--- src/rtl/mux_64x1_pipelined_scan.sv ---
// 64:1 lane selector built as three registered 4:1 levels, fed either by an
// external select request or by a free-running lane scan counter.
module mux_64x1_pipelined_scan #(
   parameter int LANE_W = 1
) (
   input  logic                 clk,
   input  logic                 rst_n,
   input  logic [64*LANE_W-1:0] din,
   input  logic                 sel_valid,
   input  logic [5:0]           sel,
   input  logic                 scan_en,
   input  logic                 stall,
   output logic [LANE_W-1:0]    dout,
   output logic                 dout_valid,
   output logic [5:0]           dout_idx,
   output logic                 frame_done
);

   logic [5:0]        r_scan_cnt;
   logic              w_issue_valid;
   logic [5:0]        w_issue_idx;

   logic [LANE_W-1:0] w_lanes   [64];
   logic [LANE_W-1:0] w_s1_next [16];
   logic [LANE_W-1:0] w_s2_next [4];

   logic [LANE_W-1:0] r_s1_data [16];
   logic              r_s1_valid;
   logic              r_s1_scan;
   logic [5:0]        r_s1_idx;

   logic [LANE_W-1:0] r_s2_data [4];
   logic              r_s2_valid;
   logic              r_s2_scan;
   logic [5:0]        r_s2_idx;

   logic [LANE_W-1:0] r_dout;
   logic              r_dout_valid;
   logic [5:0]        r_dout_idx;
   logic              r_frame_done;

   // Scan mode always wins; a sel_valid seen while scanning is dropped.
   assign w_issue_valid = !stall && (scan_en || sel_valid);
   assign w_issue_idx   = scan_en ? r_scan_cnt : sel;

   always_ff @(posedge clk or negedge rst_n) begin
      if (!rst_n) begin
         r_scan_cnt <= '0;
      end else if (!stall) begin
         r_scan_cnt <= scan_en ? r_scan_cnt + 6'd1 : 6'd0;
      end
   end

   generate
      for (genvar gi = 0; gi < 64; gi++) begin : g_lane
         assign w_lanes[gi] = din[gi*LANE_W +: LANE_W];
      end
      for (genvar gi = 0; gi < 16; gi++) begin : g_lvl1
         localparam logic [3:0] GRP = 4'(gi);
         assign w_s1_next[gi] = w_lanes[{GRP, w_issue_idx[1:0]}];
      end
      for (genvar gi = 0; gi < 4; gi++) begin : g_lvl2
         localparam logic [1:0] GRP = 2'(gi);
         assign w_s2_next[gi] = r_s1_data[{GRP, r_s1_idx[3:2]}];
      end
   endgenerate

   always_ff @(posedge clk or negedge rst_n) begin
      if (!rst_n) begin
         r_s1_data  <= '{default: '0};
         r_s1_valid <= 1'b0;
         r_s1_scan  <= 1'b0;
         r_s1_idx   <= '0;
         r_s2_data  <= '{default: '0};
         r_s2_valid <= 1'b0;
         r_s2_scan  <= 1'b0;
         r_s2_idx   <= '0;
      end else if (!stall) begin
         r_s1_data  <= w_s1_next;
         r_s1_valid <= w_issue_valid;
         r_s1_scan  <= scan_en;
         r_s1_idx   <= w_issue_idx;
         r_s2_data  <= w_s2_next;
         r_s2_valid <= r_s1_valid;
         r_s2_scan  <= r_s1_scan;
         r_s2_idx   <= r_s1_idx;
      end
   end

   // Output data and index only move on a valid entry so they hold the last result.
   always_ff @(posedge clk or negedge rst_n) begin
      if (!rst_n) begin
         r_dout       <= '0;
         r_dout_valid <= 1'b0;
         r_dout_idx   <= '0;
         r_frame_done <= 1'b0;
      end else if (!stall) begin
         r_dout_valid <= r_s2_valid;
         r_frame_done <= r_s2_valid && r_s2_scan && (r_s2_idx == 6'd63);
         if (r_s2_valid) begin
            r_dout     <= r_s2_data[r_s2_idx[5:4]];
            r_dout_idx <= r_s2_idx;
         end
      end
   end

   assign dout       = r_dout;
   assign dout_valid = r_dout_valid;
   assign dout_idx   = r_dout_idx;
   assign frame_done = r_frame_done;

endmodule

--- config.mk ---
export PLATFORM = sky130hd
export DESIGN_NAME = mux_64x1_pipelined_scan
export DESIGN_NICKNAME = d
export VERILOG_FILES = /design/src/rtl/mux_64x1_pipelined_scan.sv
export SDC_FILE = /design/constraint.sdc
export NUM_CORES = 1
export LEC_CHECK = 0
export BUFFER_PORTS_ARGS = -buffer_cell sky130_fd_sc_hd__buf_2
export CORE_AREA = 5 5 87 89
export CTS_BUF_LIST = sky130_fd_sc_hd__clkbuf_8 sky130_fd_sc_hd__clkbuf_16
export CTS_CLUSTER_DIAMETER = 80
export DETAILED_ROUTE_END_ITERATION = 10
export DIE_AREA = 0 0 92 94
export GPL_TIMING_DRIVEN = 0
export MAX_ROUTING_LAYER = met4
export PLACE_DENSITY = 0.75
export SETUP_SLACK_MARGIN = 0.5
export SLEW_MARGIN = 20
export SYNTH_ARGS = -nofsm -noshare
export SYNTH_HDL_FRONTEND = slang
export SYNTH_SLANG_ARGS = --single-unit
--- constraint.sdc ---
create_clock -name clk -period 1.49 [get_ports clk]
set_clock_uncertainty 0.15 [all_clocks]
set_input_delay 0.0745 -clock clk [delete_from_list [all_inputs] [get_ports clk]]
set_output_delay 0.0745 -clock clk [all_outputs]
set_load 0.05 [all_outputs]
; ---- Word level (Yosys, flattened, before mapping)
; Cells that the tools add are included.
[totals]
out_inout_bits = 9
in_bits = 75
wordCells = 147
register_bits = 51
[op_classes]
n_bitwise = 22
n_eq_ne = 1
n_reduce_logical = 6
mux = 65
n_addsub = 1
n_lt_le_gt_ge = 21
[ops]
columns = operator, n
row1 = 7-bit >= comparator (second input constant), 16
row2 = 1-bit binary-select mux with 6-bit select, 16
row3 = 6-bit inverter with 7-bit output, 8
row4 = 1-bit two-way mux, 42
row5 = 5-bit inverter with 7-bit output, 4
row6 = 5-bit >= comparator (second input constant), 4
row7 = 1-bit binary-select mux with 4-bit select, 4
row8 = 4-bit inverter with 7-bit output, 2
row9 = 6-bit two-way mux, 2
row10 = 4-bit inverter with 5-bit output, 2
row11 = 2-bit inverter with 7-bit output, 1
row12 = 3-bit inverter with 7-bit output, 1
row13 = 6-bit by 1-bit adder with 6-bit output (second input constant), 1
row14 = 6-bit == test (second input constant), 1
row15 = 2-bit inverter with 5-bit output, 1
row16 = 3-bit inverter with 5-bit output, 1
row17 = 3-bit >= comparator (second input constant), 1
row18 = 1-bit logical AND, 3
row19 = 2-bit inverter with 3-bit output, 1
row20 = 1-bit binary-select mux with 2-bit select, 1
row21 = 2-bit AND reduction, 1
row22 = 1-bit logical NOT, 1
row23 = 1-bit logical OR, 1
row24 = 1-bit inverter, 1

; ---- Longest topological paths before layout
; Gate-level depths: netlist of run 1.
[depth]
ltp_word = 5
mapped_depth = 7
mapped_depth_nobuf = 5

; ---- Least setup slack after synthesis of run 1
; OpenSTA, ideal clock, no wires.
[synth_path]
kind = register to register
from = reg r_s1_idx[2]
to = reg r_s2_data[1] (netlist name)
required_ns = 1.215
path_buffers = 1
period_less_slack_ns = 1.633
t_arrival_ns = 1.359
stages_incl_launch_ff = 4
setup_time_ns = 0.125
path_slack_ns = -0.143
cell_sequence = dfrtp_1 > clkbuf_1 > mux4_2 > mux2_2
[synth_via]
elab_chain_len = 4
[synth_rtl]
columns = item, line_no
row1 = "start, declared", 30  ; logic [5:0] r_s1_idx;
row2 = "start signal, assigned", 82  ; r_s1_idx <= w_issue_idx;
row3 = 4-bit inverter with 5-bit output (implied by the code), 64  ; assign w_s2_next[gi] = r_s1_data[{GRP, r_s1_idx[3:2]}];
row4 = 1-bit binary-select mux with 4-bit select, 64
row5 = 1-bit two-way mux (implied by the code) (2 in a row), 64
row6 = "end signal, assigned", 83  ; r_s2_data <= w_s2_next;
row7 = "end, declared", 32  ; logic [LANE_W-1:0] r_s2_data [4];
; No other way between the ends. The select of a mux whose other input is x is not followed.
; A chain may end at the register's enable or synchronous reset.

; ---- Worst setup path in the final report of run 1
[layout_path]
from = reg r_scan_cnt[0]
to = reg r_s1_data[2] (netlist name)
[layout_via]
elab_chain_len = 5
[layout_rtl]
columns = item, line_no
row1 = "start, declared", 19  ; logic [5:0] r_scan_cnt;
row2 = "start signal, assigned", 50  ; r_scan_cnt <= scan_en ? r_scan_cnt + 6'd1 : 6'd0;
row3 = 6-bit two-way mux, 44  ; assign w_issue_idx = scan_en ? r_scan_cnt : sel;
row4 = 6-bit inverter with 7-bit output (implied by the code), 60  ; assign w_s1_next[gi] = w_lanes[{GRP, w_issue_idx[1:0]}];
row5 = 1-bit binary-select mux with 6-bit select, 60
row6 = 1-bit two-way mux (implied by the code) (2 in a row), 60
row7 = "end signal, assigned", 79  ; r_s1_data <= w_s1_next;
row8 = "end, declared", 27  ; logic [LANE_W-1:0] r_s1_data [16];
; No other way between the ends. The select of a mux whose other input is x is not followed.

==> run_results.csv, run 1 <==
group,metric,value,unit
layout,final_common_cell,"sky130_fd_sc_hd__buf_2",
outcome,outcome,"finished with violations",
logic_synthesis,syn-num-nets,412,
clock_network,cts-buffers-inserted,5,
route,detail_route.iter0.violations,96,
global_route,first_global_vias,2968,
clock_network,holdBufCountCts,5,
global_route,grt.overflow.total,0,
global_route,number_of_antenna_violations_at_the_first_check_in_global_routing,0,
hold_path,hp-class,"input port to asynchronous set/reset pin",
die,rows,30,
route,final_antenna_net_count,0,
timing,setup_tns,-1.68,ns
global_route,grt_usage,20.3,%
route,dr.pass1.iters,4,
layout,layout_cell_share_with_drive_strength_beyond_1,41.1,%
route,wl_per_cell,16.1,um
timing,setup_violations,21,
logic_synthesis,synth_compound_gate_area_share,18.0,%
timing,period_needed,1.60,ns
clock_network,worstSkewPairLatency,0.29,ns
timing,rsz_0062_raised_after_global_routing,"yes",
die,die_outline_height,94,um
die,initial_cell_density_of_the_core,45.9,%
logic_synthesis,fraction_of_synthesized_area_in_multiplexers,13.5,%
clock_network,clock_tree.buffer_depth,2,
logic_synthesis,syn-instance-count,336,
route,detailroute.via_count,2920,
worst_setup_path,worst_ep_arrival_time,1.62,ns
worst_setup_path,crit_path_end_kind,"flop",
layout,synthToLayoutAreaGrowth,40.0,%
clock_network,numClockSinks,51,
logic_synthesis,synth_area_per_cell,9.13,um^2
timing,timing_hold_violations_final,51,
logic_synthesis,ys_seq_elements,51,
logic_synthesis,synthDominantAreaCellType,"sky130_fd_sc_hd__dfrtp_1",
layout,layout_cells_excl_fill,533,
timing,fin_ws,-0.109,ns
route,routed_wl,8.60,mm
logic_synthesis,synthTopCellsByArea,"sky130_fd_sc_hd__dfrtp_1 (42%), sky130_fd_sc_hd__o22a_1 (9.1%), sky130_fd_sc_hd__nor2_1 (8.6%)",
placed_design,post-place-cells,497,
power_and_ir_drop,irDropWorstVdd,0.450,mV
logic_synthesis,yosys_warnings,0,
timing,timing.slew.headroom,58.1,%
job,cap_viol_max_count,0,
clock_network,cts-htree-levels,2,
route,remaining_drc_errors,0,
timing,final_critical_path_share_of_the_clock_period,107,%
worst_setup_path,setup.worst_path.start,"r_scan_cnt[0]$_DFFE_PN0N_",
layout,layout.cells.most_common_list,"sky130_fd_sc_hd__buf_2 (74), sky130_fd_sc_hd__nor2_1 (56), sky130_fd_sc_hd__dfrtp_1 (48)",
layout,final_nets,528,
logic_synthesis,synth_area_in_adders,0.408,%
timing,highest_attainable_clock_frequency,625,MHz
placed_design,gp_congestion,0.834,
clock_network,cts.reportedPaths.clkPinSlew,0.09,ns
outcome,violations,"negative hold slack, negative setup slack",
die,floorplan.core_area,6680,um^2
worst_setup_path,critPathMaxFanout,7,
worst_setup_path,setup.worst_path.class,"flop to flop",
placed_design,detailed_place_hpwl,6.10,mm
global_route,grt_start_max_net_pins,52,
logic_synthesis,main_combinational_cell_family_by_area_after_synthesis,"simple AND/OR/NAND/NOR gates",
die,num_io_pins,84,
die,die_w,92,um
logic_synthesis,synthDistinctLibCells,28,
timing,final-max-slew-violation-count,0,
worst_setup_path,startpoint_type,"flop",
power_and_ir_drop,power_leakage,0.00200,uW
logic_synthesis,post-synth-top-area-fraction,41.6,%
clock_network,tritoncts,"built",
timing,worst_hold_slack,-0.356,ns
logic_synthesis,synth.cell_area,3070,um^2
worst_setup_path,required,1.51,ns
logic_synthesis,yosys.area_share.simple,21.3,%
route,post_drt_via_cell_ratio,5.48,
power_and_ir_drop,power_density,1030,nW/um^2
global_route,grt_first_pass_wirelength,13.8,mm
placed_design,buffer_ports.inserted,81,
logic_synthesis,synth_xor_area_share,0.571,%
clock_network,clk_root_buffer_cell,"sky130_fd_sc_hd__clkbuf_8",
logic_synthesis,ys_seq_area_share,41.6,%
die,dieArea,8650,um^2
layout,n_antenna_cell,0,
worst_setup_path,rr_startpoint,"r_scan_cnt[0]$_DFFE_PN0N_",
timing,worst_slew_pin_slew,0.628,ns
-- metrics by stage --
step	total power [uW]	util, %	area, um^2	setup WS [ns]
finish	4420	64.3	4290	-0.109
global route	4650	64.3	4290	-0.162
CTS	4300	61.5	4110	-0.0975
detailed placement	3190	55.4	3700	-0.145
global placement	3150	55.4	3700	-0.136
floorplan	2790	-	3200	0.0258
-- power breakdown --
group | leakage [uW] | switching, uW | internal [uW]
Combinational | 0.00130 | 835 | 939
Sequential | 0.000640 | 166 | 1630
Clock | 0.0000557 | 438 | 418
Total | 0.00200 | 1440 | 2980
-- critical path: stages, from the launching register on --
cell	delay [ns]
sky130_fd_sc_hd__dfrtp_1	0.41
sky130_fd_sc_hd__buf_6	0.14
sky130_fd_sc_hd__mux2_4	0.31
sky130_fd_sc_hd__buf_6	0.16
sky130_fd_sc_hd__nor2_2	0.07
sky130_fd_sc_hd__o22a_1	0.17
sky130_fd_sc_hd__o21ai_1	0.06
-- what timing repair did --
item,4_1_cts,5_1_grt
pin swaps,6,13
gates resized for setup,38,34
buffers inserted,17,5
endpoints found under the setup margin,48,51
hold endpoints to repair,56,51
cloned,0,1
-- logic make-up after synthesis --
| family | count (synthesis) |
|---|---|
| DFF | 51 |
| AOI/OAI and AO/OA | 76 |
| and+or+nand+nor | 145 |
| buffers and inverters | 29 |
| muxes | 32 |
| xor gates and xnor gates | 2 |
| adders and majority gates | 1 |
-- routing by layer --
metal,vias to the layer above,wire [um],track usage (%)
met5,-,0,-
met4,0,161,6.44
met3,18,253,2.32
met2,70,4430,34.6
met1,1433,3750,25.3
li1,1399,-,-
-- final timing paths --
path | cells past startpoint | slack [ns] | endpoint
max reg2reg | 6 | -0.11 | r_s1_data[2]$_DFFE_PN0N_
max in group asynchronous | 1 | 1.10 | frame_done$_DFFE_PN0N_
max | 6 | -0.11 | r_s1_data[2]$_DFFE_PN0N_
min reg2reg | 2 | 0.34 | r_s1_data[9]$_DFFE_PN0N_
min | 1 | -0.36 | r_scan_cnt[5]$_DFFE_PN0N_
min in group clk | 4 | 0.02 | r_s1_data[12]$_DFFE_PN0N_
-- layout make-up --
type | instances | area [um^2]
timing repair buffer | 109 | 731
multi-input combinational | 256 | 1820
fill | 560 | 2390
tap | 80 | 100
sequential | 51 | 1280
clock inverter | 1 | 3.75
buffer | 29 | 258
clock buffer | 7 | 96.3
-- synthesized netlist by cell type --
cell type / number
sky130_fd_sc_hd__dfrtp_1: 51
sky130_fd_sc_hd__nand3_1: 1
sky130_fd_sc_hd__nor2b_1: 1
sky130_fd_sc_hd__or2_1: 1
sky130_fd_sc_hd__mux4_2: 5
sky130_fd_sc_hd__o21ai_0: 8
sky130_fd_sc_hd__a22oi_1: 16
sky130_fd_sc_hd__buf_1: 1
sky130_fd_sc_hd__nand4b_1: 1
sky130_fd_sc_hd__o31ai_1: 2
sky130_fd_sc_hd__a21o_1: 1
sky130_fd_sc_hd__xor2_1: 1
sky130_fd_sc_hd__buf_6: 3
sky130_fd_sc_hd__buf_2: 9
sky130_fd_sc_hd__nor2_1: 70
sky130_fd_sc_hd__nand2_1: 32
sky130_fd_sc_hd__clkbuf_1: 16
sky130_fd_sc_hd__xnor2_1: 1
sky130_fd_sc_hd__o21ai_1: 16
sky130_fd_sc_hd__o22a_1: 32
sky130_fd_sc_hd__nand2b_1: 36
sky130_fd_sc_hd__and2_1: 1
sky130_fd_sc_hd__mux2i_1: 5
sky130_fd_sc_hd__mux2i_2: 1
sky130_fd_sc_hd__nand4_1: 2
sky130_fd_sc_hd__ha_1: 1
sky130_fd_sc_hd__a22o_1: 1
sky130_fd_sc_hd__mux2_2: 21
-- sequential cells by signal, indices dropped and copies added (netlist names) --
register	count
dout	1
r_s1_data	16
r_s2_data	4
r_s1_scan	1
r_s2_idx	6
frame_done	1
r_s2_valid	1
r_s1_valid	1
dout_idx	6
r_s2_scan	1
r_s1_idx	6
r_scan_cnt	6
dout_valid	1
Note: power is estimated with default switching activity, not from simulation.
==> inputs of run 2 (changes only) <==
--- a/config.mk
+++ b/config.mk
@@ -5,12 +5,13 @@
 export SDC_FILE = /design/constraint.sdc
 export NUM_CORES = 1
 export LEC_CHECK = 0
+export ABC_AREA = 1
 export BUFFER_PORTS_ARGS = -buffer_cell sky130_fd_sc_hd__buf_2
-export CORE_AREA = 5 5 87 89
+export CORE_AREA = 5 5 86 88
 export CTS_BUF_LIST = sky130_fd_sc_hd__clkbuf_8 sky130_fd_sc_hd__clkbuf_16
 export CTS_CLUSTER_DIAMETER = 80
 export DETAILED_ROUTE_END_ITERATION = 10
-export DIE_AREA = 0 0 92 94
+export DIE_AREA = 0 0 91 93
 export GPL_TIMING_DRIVEN = 0
 export MAX_ROUTING_LAYER = met4
 export PLACE_DENSITY = 0.75
==> run 2 against run 1 <==
  * Sequential cell count unchanged
  * Wire length down 6.3%
  * Critical path depth is 1 higher
  * Largest cell class unchanged
  * Die area is 2.1% lower
  * Critical path type unchanged
  * The run ends with negative hold slack left
  * Utilization decreased by 1.6 points
  * Clock power is 12% lower
  * Sequential power down 3%
  * Critical endpoint is now r_s1_data[15]$_DFFE_PN0N_
  * Setup slack better by 0.21 ns
  * Largest power group unchanged
==> run_results.csv, run 2 <==
group,metric,value,unit
job,cap_viol_max_count,0,
worst_setup_path,worst-path-buf-inv,1,
clock_network,cts-htree-levels,2,
clock_network,cts.reportedPaths.clkPinSlew,0.09,ns
timing,setup_violations,0,
logic_synthesis,synth_edf_count,0,
clock_network,holdBufCountCts,5,
global_route,grt_usage,19.8,%
clock_network,clock_tree.buffer_depth,2,
route,wl_per_cell,12.5,um
clock_network,clk_root_buffer_cell,"sky130_fd_sc_hd__clkbuf_8",
outcome,violations,"negative hold slack",
logic_synthesis,syn-instance-count,446,
logic_synthesis,synth.most_common_cell,"sky130_fd_sc_hd__nand2_1",
route,remaining_drc_errors,0,
power_and_ir_drop,power_density,918,nW/um^2
worst_setup_path,crit_path_frequent_cell,"sky130_fd_sc_hd__nand2_1",
worst_setup_path,critPathMaxFanout,10,
logic_synthesis,ys_top_cells_by_count,"sky130_fd_sc_hd__nand2_1 (137), sky130_fd_sc_hd__nand3_1 (84), sky130_fd_sc_hd__inv_1 (82)",
placed_design,buffer_ports.inserted,82,
timing,timing.slew.headroom,58.9,%
clock_network,cts-buffers-inserted,5,
logic_synthesis,ys_seq_area_share,42.5,%
clock_network,numClockSinks,51,
placed_design,detailed_place_hpwl,5.78,mm
hold_path,hp-class,"input port to asynchronous set/reset pin",
global_route,number_of_antenna_violations_at_the_first_check_in_global_routing,0,
layout,synthToLayoutAreaGrowth,37.1,%
placed_design,gp_congestion,0.929,
route,detail_route.iter0.violations,189,
timing,worst_hold_slack,-0.367,ns
logic_synthesis,synth_top_flop_cell,"sky130_fd_sc_hd__dfrtp_1",
global_route,grt_use_met2,31.2,%
worst_setup_path,worst_ep_arrival_time,1.44,ns
layout,layout_cells_excl_fill,645,
die,floorplan.core_area,6570,um^2
route,post_drt_via_cell_ratio,4.83,
power_and_ir_drop,p_total,3780,uW
worst_setup_path,critical-path-max-stage-delay,0.46,ns
layout,layout_cell_share_with_drive_strength_beyond_1,30.1,%
die,dieArea,8460,um^2
timing,rsz_0062_raised_after_global_routing,"yes",
logic_synthesis,ys_async_sr_fraction,100,%
global_route,grt_first_pass_wirelength,13.7,mm
timing,worst_slew_pin_slew,0.617,ns
route,routed_wl,8.05,mm
worst_setup_path,startpoint_type,"flop",
logic_synthesis,synthDominantAreaCellType,"sky130_fd_sc_hd__dfrtp_1",
clock_network,tritoncts,"built",
worst_setup_path,required,1.53,ns
layout,final_common_cell,"sky130_fd_sc_hd__nand2_1",
logic_synthesis,synthTopCellsByArea,"sky130_fd_sc_hd__dfrtp_1 (43%), sky130_fd_sc_hd__nand2_1 (17%), sky130_fd_sc_hd__nand3_1 (14%)",
timing,setup_tns,0,ns
global_route,groute.layer.met1.usage,25.9,%
logic_synthesis,synthDistinctLibCells,24,
worst_setup_path,critical_path.top_delay_family,"simple AND/OR/NAND/NOR gates",
worst_setup_path,setup.worst_path.class,"flop to flop",
die,die_w,91,um
layout,flip_flop_count_of_the_largest_register_after_layout,16,
power_and_ir_drop,irDropWorstVdd,0.700,mV
placed_design,post-place-cells,608,
layout,layout.cells.most_common_list,"sky130_fd_sc_hd__nand2_1 (126), sky130_fd_sc_hd__nand3_1 (84), sky130_fd_sc_hd__inv_1 (79)",
logic_synthesis,syn-num-nets,522,
layout,n_antenna_cell,0,
logic_synthesis,synth.cell_area,3000,um^2
route,final_antenna_net_count,0,
timing,final_critical_path_share_of_the_clock_period,93.5,%
timing,final-max-slew-violation-count,0,
global_route,first_global_vias,3144,
die,die_outline_height,93,um
die,rows,30,
worst_setup_path,critical_path.slowest_cell,"sky130_fd_sc_hd__dfrtp_2",
power_and_ir_drop,power_leakage,0.00238,uW
timing,timing_hold_violations_final,51,
timing,period_needed,1.39,ns
global_route,grt.overflow.total,0,
global_route,grt_start_max_net_pins,52,
layout,register_name_with_the_most_flops,"r_s1_data",
layout,final_nets,640,
worst_setup_path,cp_cell_sequence,"nand2_4 > buf_6 > nand3_1 > nand3_1 > nand2_1 > nand2_1 > nand2_1",
logic_synthesis,yosys_warnings,0,
die,initial_cell_density_of_the_core,45.7,%
outcome,outcome,"finished with violations",
logic_synthesis,ys_seq_elements,51,
layout,postLayoutCoreUtil,62.7,%
timing,highest_attainable_clock_frequency,718,MHz
logic_synthesis,post-synth-top-area-fraction,42.5,%
global_route,gr-usage-met3,2.57,%
worst_setup_path,crit_path_end_kind,"flop",
route,detailroute.via_count,3118,
logic_synthesis,synth_area_per_cell,6.73,um^2
route,dr.pass1.iters,5,
die,num_io_pins,84,
clock_network,worstSkewPairLatency,0.29,ns
global_route,grt-busiest-layer,"met2",
[run 2: cell count changes after synthesis, sizes merged, moves of 3 or more]
cell and change:
o221ai +3, mux4 -5, mux2 -20, nand2b -36, o22a -32, a22oi -16, nand2 +110, clkbuf -10
inv +85, nor2 -47, mux2i -6, nand3 +83
[run 2: final cells by class]
cell class / instances / area, um^2
fillers: 585 / 2450
inverters: 85 / 337
clock inverters: 3 / 17.5
multi-input cells: 290 / 1410
plain buffers: 20 / 149
well taps: 80 / 100
flip-flops and latches: 51 / 1280
repair buffers: 110 / 744
clock buffers: 5 / 68.8
repair inverters: 1 / 8.76
[run 2: cell families (layout without fill, tap and decap cells)]
family / Yosys count / count (layout) / synth area share [%]
simple gates: 254 / 254 / 36.2
buf+inv: 105 / 224 / 13.9
flops: 51 / 51 / 42.5
fa+ha+maj: 1 / 1 / 0.417
mux: 1 / 1 / 0.375
compound gates: 32 / 32 / 6.04
xor+xnor: 2 / 2 / 0.583
[run 2: final timing paths]
check | start | endpoint | slack (ns) | cells after the start
worst max register to register | r_scan_cnt[0]$_DFFE_PN0N_ | r_s1_data[15]$_DFFE_PN0N_ | 0.1 | 7
worst max-delay path | r_scan_cnt[0]$_DFFE_PN0N_ | r_s1_data[15]$_DFFE_PN0N_ | 0.1 | 7
worst min register to register | r_s1_data[14]$_DFFE_PN0N_ | r_s1_data[14]$_DFFE_PN0N_ | 0.34 | 2
worst min-delay path | rst_n | dout_idx[3]$_DFFE_PN0P_ | -0.37 | 1
min in group clk | din[17] | r_s1_data[11]$_DFFE_PN0N_ | 0.01 | 7
max in group asynchronous | rst_n | r_scan_cnt[0]$_DFFE_PN0N_ | 1.11 | 1
[run 2: layer usage]
metal / up-vias / wire (um) / share of wire [%]
met2: 133 / 3860 / 48
met4: 0 / 122 / 1.5
met5: - / 0 / 0
li1: 1614 / - / -
met1: 1360 / 3600 / 45
met3: 11 / 470 / 5.8
[run 2: power breakdown]
group,switching (uW),internal [uW],total (uW)
logic,739,563,1300
clock network,428,325,753
registers,143,1580,1730
[run 2: per-stage QoR]
step                      worst slack (ns)  instance area (um^2)
after floorplan                      0.243                  3070
after global placement              0.0691                  3580
after detailed placement            0.0495                  3580
after CTS                            0.119                  4010
after global routing                0.0245                  4120
final                               0.0965                  4120
[run 2: what timing repair did]
action	4_1_cts	5_1_grt
endpoints found under the setup margin	43	51
gates resized for setup	48	31
cloned	4	0
buffers inserted	15	5
pin swaps	7	11
endpoints found under the hold margin	56	51
==> inputs of run 3 (changes only) <==
--- a/config.mk
+++ b/config.mk
@@ -7,14 +7,15 @@
 export LEC_CHECK = 0
 export ABC_AREA = 1
 export BUFFER_PORTS_ARGS = -buffer_cell sky130_fd_sc_hd__buf_2
-export CORE_AREA = 5 5 86 88
+export CAP_MARGIN = 20
+export CORE_AREA = 2 2 83 85
 export CTS_BUF_LIST = sky130_fd_sc_hd__clkbuf_8 sky130_fd_sc_hd__clkbuf_16
 export CTS_CLUSTER_DIAMETER = 80
 export DETAILED_ROUTE_END_ITERATION = 10
-export DIE_AREA = 0 0 91 93
+export DIE_AREA = 0 0 85 87
 export GPL_TIMING_DRIVEN = 0
 export MAX_ROUTING_LAYER = met4
-export PLACE_DENSITY = 0.75
+export PLACE_DENSITY = 0.72
 export SETUP_SLACK_MARGIN = 0.5
 export SLEW_MARGIN = 20
 export SYNTH_ARGS = -nofsm -noshare
==> constraint.sdc (replaced) <==
create_clock -name clk -period 1.8 [get_ports clk]
set_clock_uncertainty 0.15 [all_clocks]
set_input_delay 0.09 -clock clk [delete_from_list [all_inputs] [get_ports clk]]
set_output_delay 0.09 -clock clk [all_outputs]
set_load 0.05 [all_outputs]
==> run 3 against run 2 <==
  * Clock power shrank 18%
  * Global-route usage grew 2.5 points
  * The run now ends clean
  * Critical path type unchanged
  * Clock-buffer cell count is the same
  * Combinational power shrank 22%
  * Setup slack gained 0.32 ns
==> run_results.csv, run 3 (synthesis results as in run 2) <==
group,metric,value,unit
power_and_ir_drop,irDropWorstVdd,0.607,mV
layout,synthToLayoutAreaGrowth,32.8,%
worst_setup_path,crit_path_frequent_cell,"sky130_fd_sc_hd__nand2_1",
die,initial_cell_density_of_the_core,45.7,%
power_and_ir_drop,switching_share,35.1,%
global_route,number_of_antenna_violations_at_the_first_check_in_global_routing,0,
layout,n_antenna_cell,0,
layout,layout.filler_cells,598,
timing,worst_hold_slack,0.0168,ns
route,detailroute.via_count,3123,
placed_design,dpl_worst_slack,0.309,ns
timing,final_critical_path_share_of_the_clock_period,76.9,%
layout,final_common_cell,"sky130_fd_sc_hd__nand2_1",
clock_network,numClockSinks,51,
power_and_ir_drop,power.share.combinational,33.2,%
job,cap_viol_max_count,0,
worst_setup_path,startpoint_type,"flop",
worst_setup_path,setup.worst_path.class,"flop to flop",
placed_design,gp_congestion,0.893,
power_and_ir_drop,pwr-share-seq,46.5,%
die,num_io_pins,84,
clock_network,clk_root_buffer_cell,"sky130_fd_sc_hd__clkbuf_8",
timing,rsz_0062_raised_after_global_routing,"yes",
timing,period_needed,1.38,ns
timing,timing_hold_violations_final,0,
worst_setup_path,cp_cell_sequence,"nand2_4 > nand2_4 > buf_8 > nand2_2 > nand3_1 > nand2_1 > nand2_1 > nand2_1",
outcome,outcome,"complete, no violations",
clock_network,tritoncts,"built",
layout,area.sequential,1280,um^2
layout,multiInputGateArea,1430,um^2
worst_setup_path,required,1.89,ns
timing,worst_slew_pin_slew,0.627,ns
route,remaining_drc_errors,0,
global_route,grt_usage,22.3,%
clock_network,cts.reportedPaths.clkPinSlew,0.09,ns
global_route,first_global_vias,2924,
hold_path,hold_start,"din[25]",
hold_path,hp-class,"input port to flop",
die,die_outline_height,87,um
timing,final-max-slew-violation-count,0,
worst_setup_path,setup.worst_path.start,"r_scan_cnt[0]$_DFFE_PN0N_",
clock_network,cts-buffers-inserted,5,
worst_setup_path,rr_startpoint,"r_scan_cnt[0]$_DFFE_PN0N_",
global_route,grt_start_max_net_pins,52,
layout,flip_flop_count_of_the_largest_register_after_layout,16,
worst_setup_path,crit_path_end_kind,"flop",
clock_network,worstSkewPairLatency,0.30,ns
layout,final_nets,631,
worst_setup_path,critical_path.slowest_cell,"sky130_fd_sc_hd__dfrtp_2",
layout,layout.cells.most_common_list,"sky130_fd_sc_hd__nand2_1 (131), sky130_fd_sc_hd__buf_2 (85), sky130_fd_sc_hd__inv_1 (82)",
clock_network,clock_tree.buffer_depth,2,
layout,register_name_with_the_most_flops,"r_s1_data",
timing,timing.slew.headroom,58.2,%
timing,highest_attainable_clock_frequency,722,MHz
route,dr.pass1.iters,5,
clock_network,cts-htree-levels,2,
die,dieArea,7400,um^2
worst_setup_path,critPathMaxFanout,6,
global_route,grt.overflow.total,0,
worst_setup_path,worst_ep_arrival_time,1.47,ns
power_and_ir_drop,power_report.internal_total,1970,uW
route,wl_per_cell,12.6,um
die,die_w,85,um
power_and_ir_drop,share_clk_of_total_power,20.3,%
power_and_ir_drop,power_density,760,nW/um^2
placed_design,detailed_place_hpwl,5.50,mm
route,final_antenna_net_count,0,
timing,setup_tns,0,ns
power_and_ir_drop,power_leakage,0.00233,uW
timing,setup_violations,0,
layout,layout_cell_share_with_drive_strength_beyond_1,26.3,%
power_and_ir_drop,switching_power,1070,uW
route,post_drt_via_cell_ratio,4.91,
worst_setup_path,critical-path-max-stage-delay,0.45,ns
placed_design,buffer_ports.inserted,82,
die,rows,30,
global_route,grt_first_pass_wirelength,13.0,mm
die,floorplan.core_area,6570,um^2
route,routed_wl,7.99,mm
timing,fin_ws,0.415,ns
route,detail_route.iter0.violations,177,
## run 3: cell types whose count changed in the layout (fill, tap and decap cells not counted), moves of 5 or more
cell	delta
sky130_fd_sc_hd__buf_6	-19
sky130_fd_sc_hd__nor2_2	-7
sky130_fd_sc_hd__buf_2	+9
sky130_fd_sc_hd__o21ai_1	-8
sky130_fd_sc_hd__dfrtp_2	-6
sky130_fd_sc_hd__dfrtp_1	+6
sky130_fd_sc_hd__nand2_1	+5
sky130_fd_sc_hd__o21ai_0	+6
## run 3: stage by stage
stage               instances  cell area (um^2)  util (%)  total power (uW)
finish                    636              3990      60.7              3030
global route              636              3990      60.7              3230
floorplan                 446              3020         -              1980
detailed placement        608              3530      53.7              2250
CTS                       632              3850      58.7              2980
global placement          608              3530      53.7              2230
## run 3: critical path, delay by kind of cell (launching register included)
| kind | cells | cell delay [ns] |
|---|---|---|
| simple gates | 7 | 0.58 |
| flops | 1 | 0.45 |
| buf+inv | 1 | 0.14 |
## run 3: power groups by stage
stage / Combinational [uW] / Sequential (uW) / Clock, uW
2_1_floorplan: 454 / 1530 / 0
3_3_place_gp: 821 / 1410 / 0
3_5_place_dp: 833 / 1420 / 0
4_1_cts: 951 / 1400 / 626
5_1_grt: 1120 / 1430 / 679
6_report: 1010 / 1410 / 614
## run 3: layout make-up
cell class                 count  share of cell area, %
timing repair buffer         102                   15.8
clock buffer                   5                   1.73
inverter                      85                   8.16
tap                           80                   2.51
buffer                        20                   3.70
multi-input combinational    290                   35.8
sequential                    51                   32.0
clock inverter                 3                  0.314
## run 3: final timing paths
path / to / depth (start not counted) / slack (ns)
max in group asynchronous: r_scan_cnt[0]$_DFFE_PN0N_ / 2 / 0.85
min in group asynchronous: r_s2_idx[5]$_DFFE_PN0N_ / 2 / 0.20
hold / removal: r_s1_data[9]$_DFFE_PN0N_ / 7 / 0.02
hold reg to reg: dout_idx[1]$_DFFE_PN0P_ / 2 / 0.33
setup reg to reg: r_s1_data[10]$_DFFE_PN0N_ / 8 / 0.42
setup / recovery: r_s1_data[10]$_DFFE_PN0N_ / 8 / 0.42
## run 3: repair_timing
action,CTS,global route
cloned,1,1
setup endpoints to repair,21,26
hold buffers,5,1
pin swaps,8,12
endpoints found under the hold margin,56,51
resized for setup,41,20
buffers inserted,10,2
## run 3: routing by layer
metal	vias up	global-route usage, %	share of wire [%]
met3	12	2.65	6.0
met1	1361	28.4	44
met5	-	-	0
met2	152	36.6	48
li1	1598	-	-
met4	0	8.80	2.1
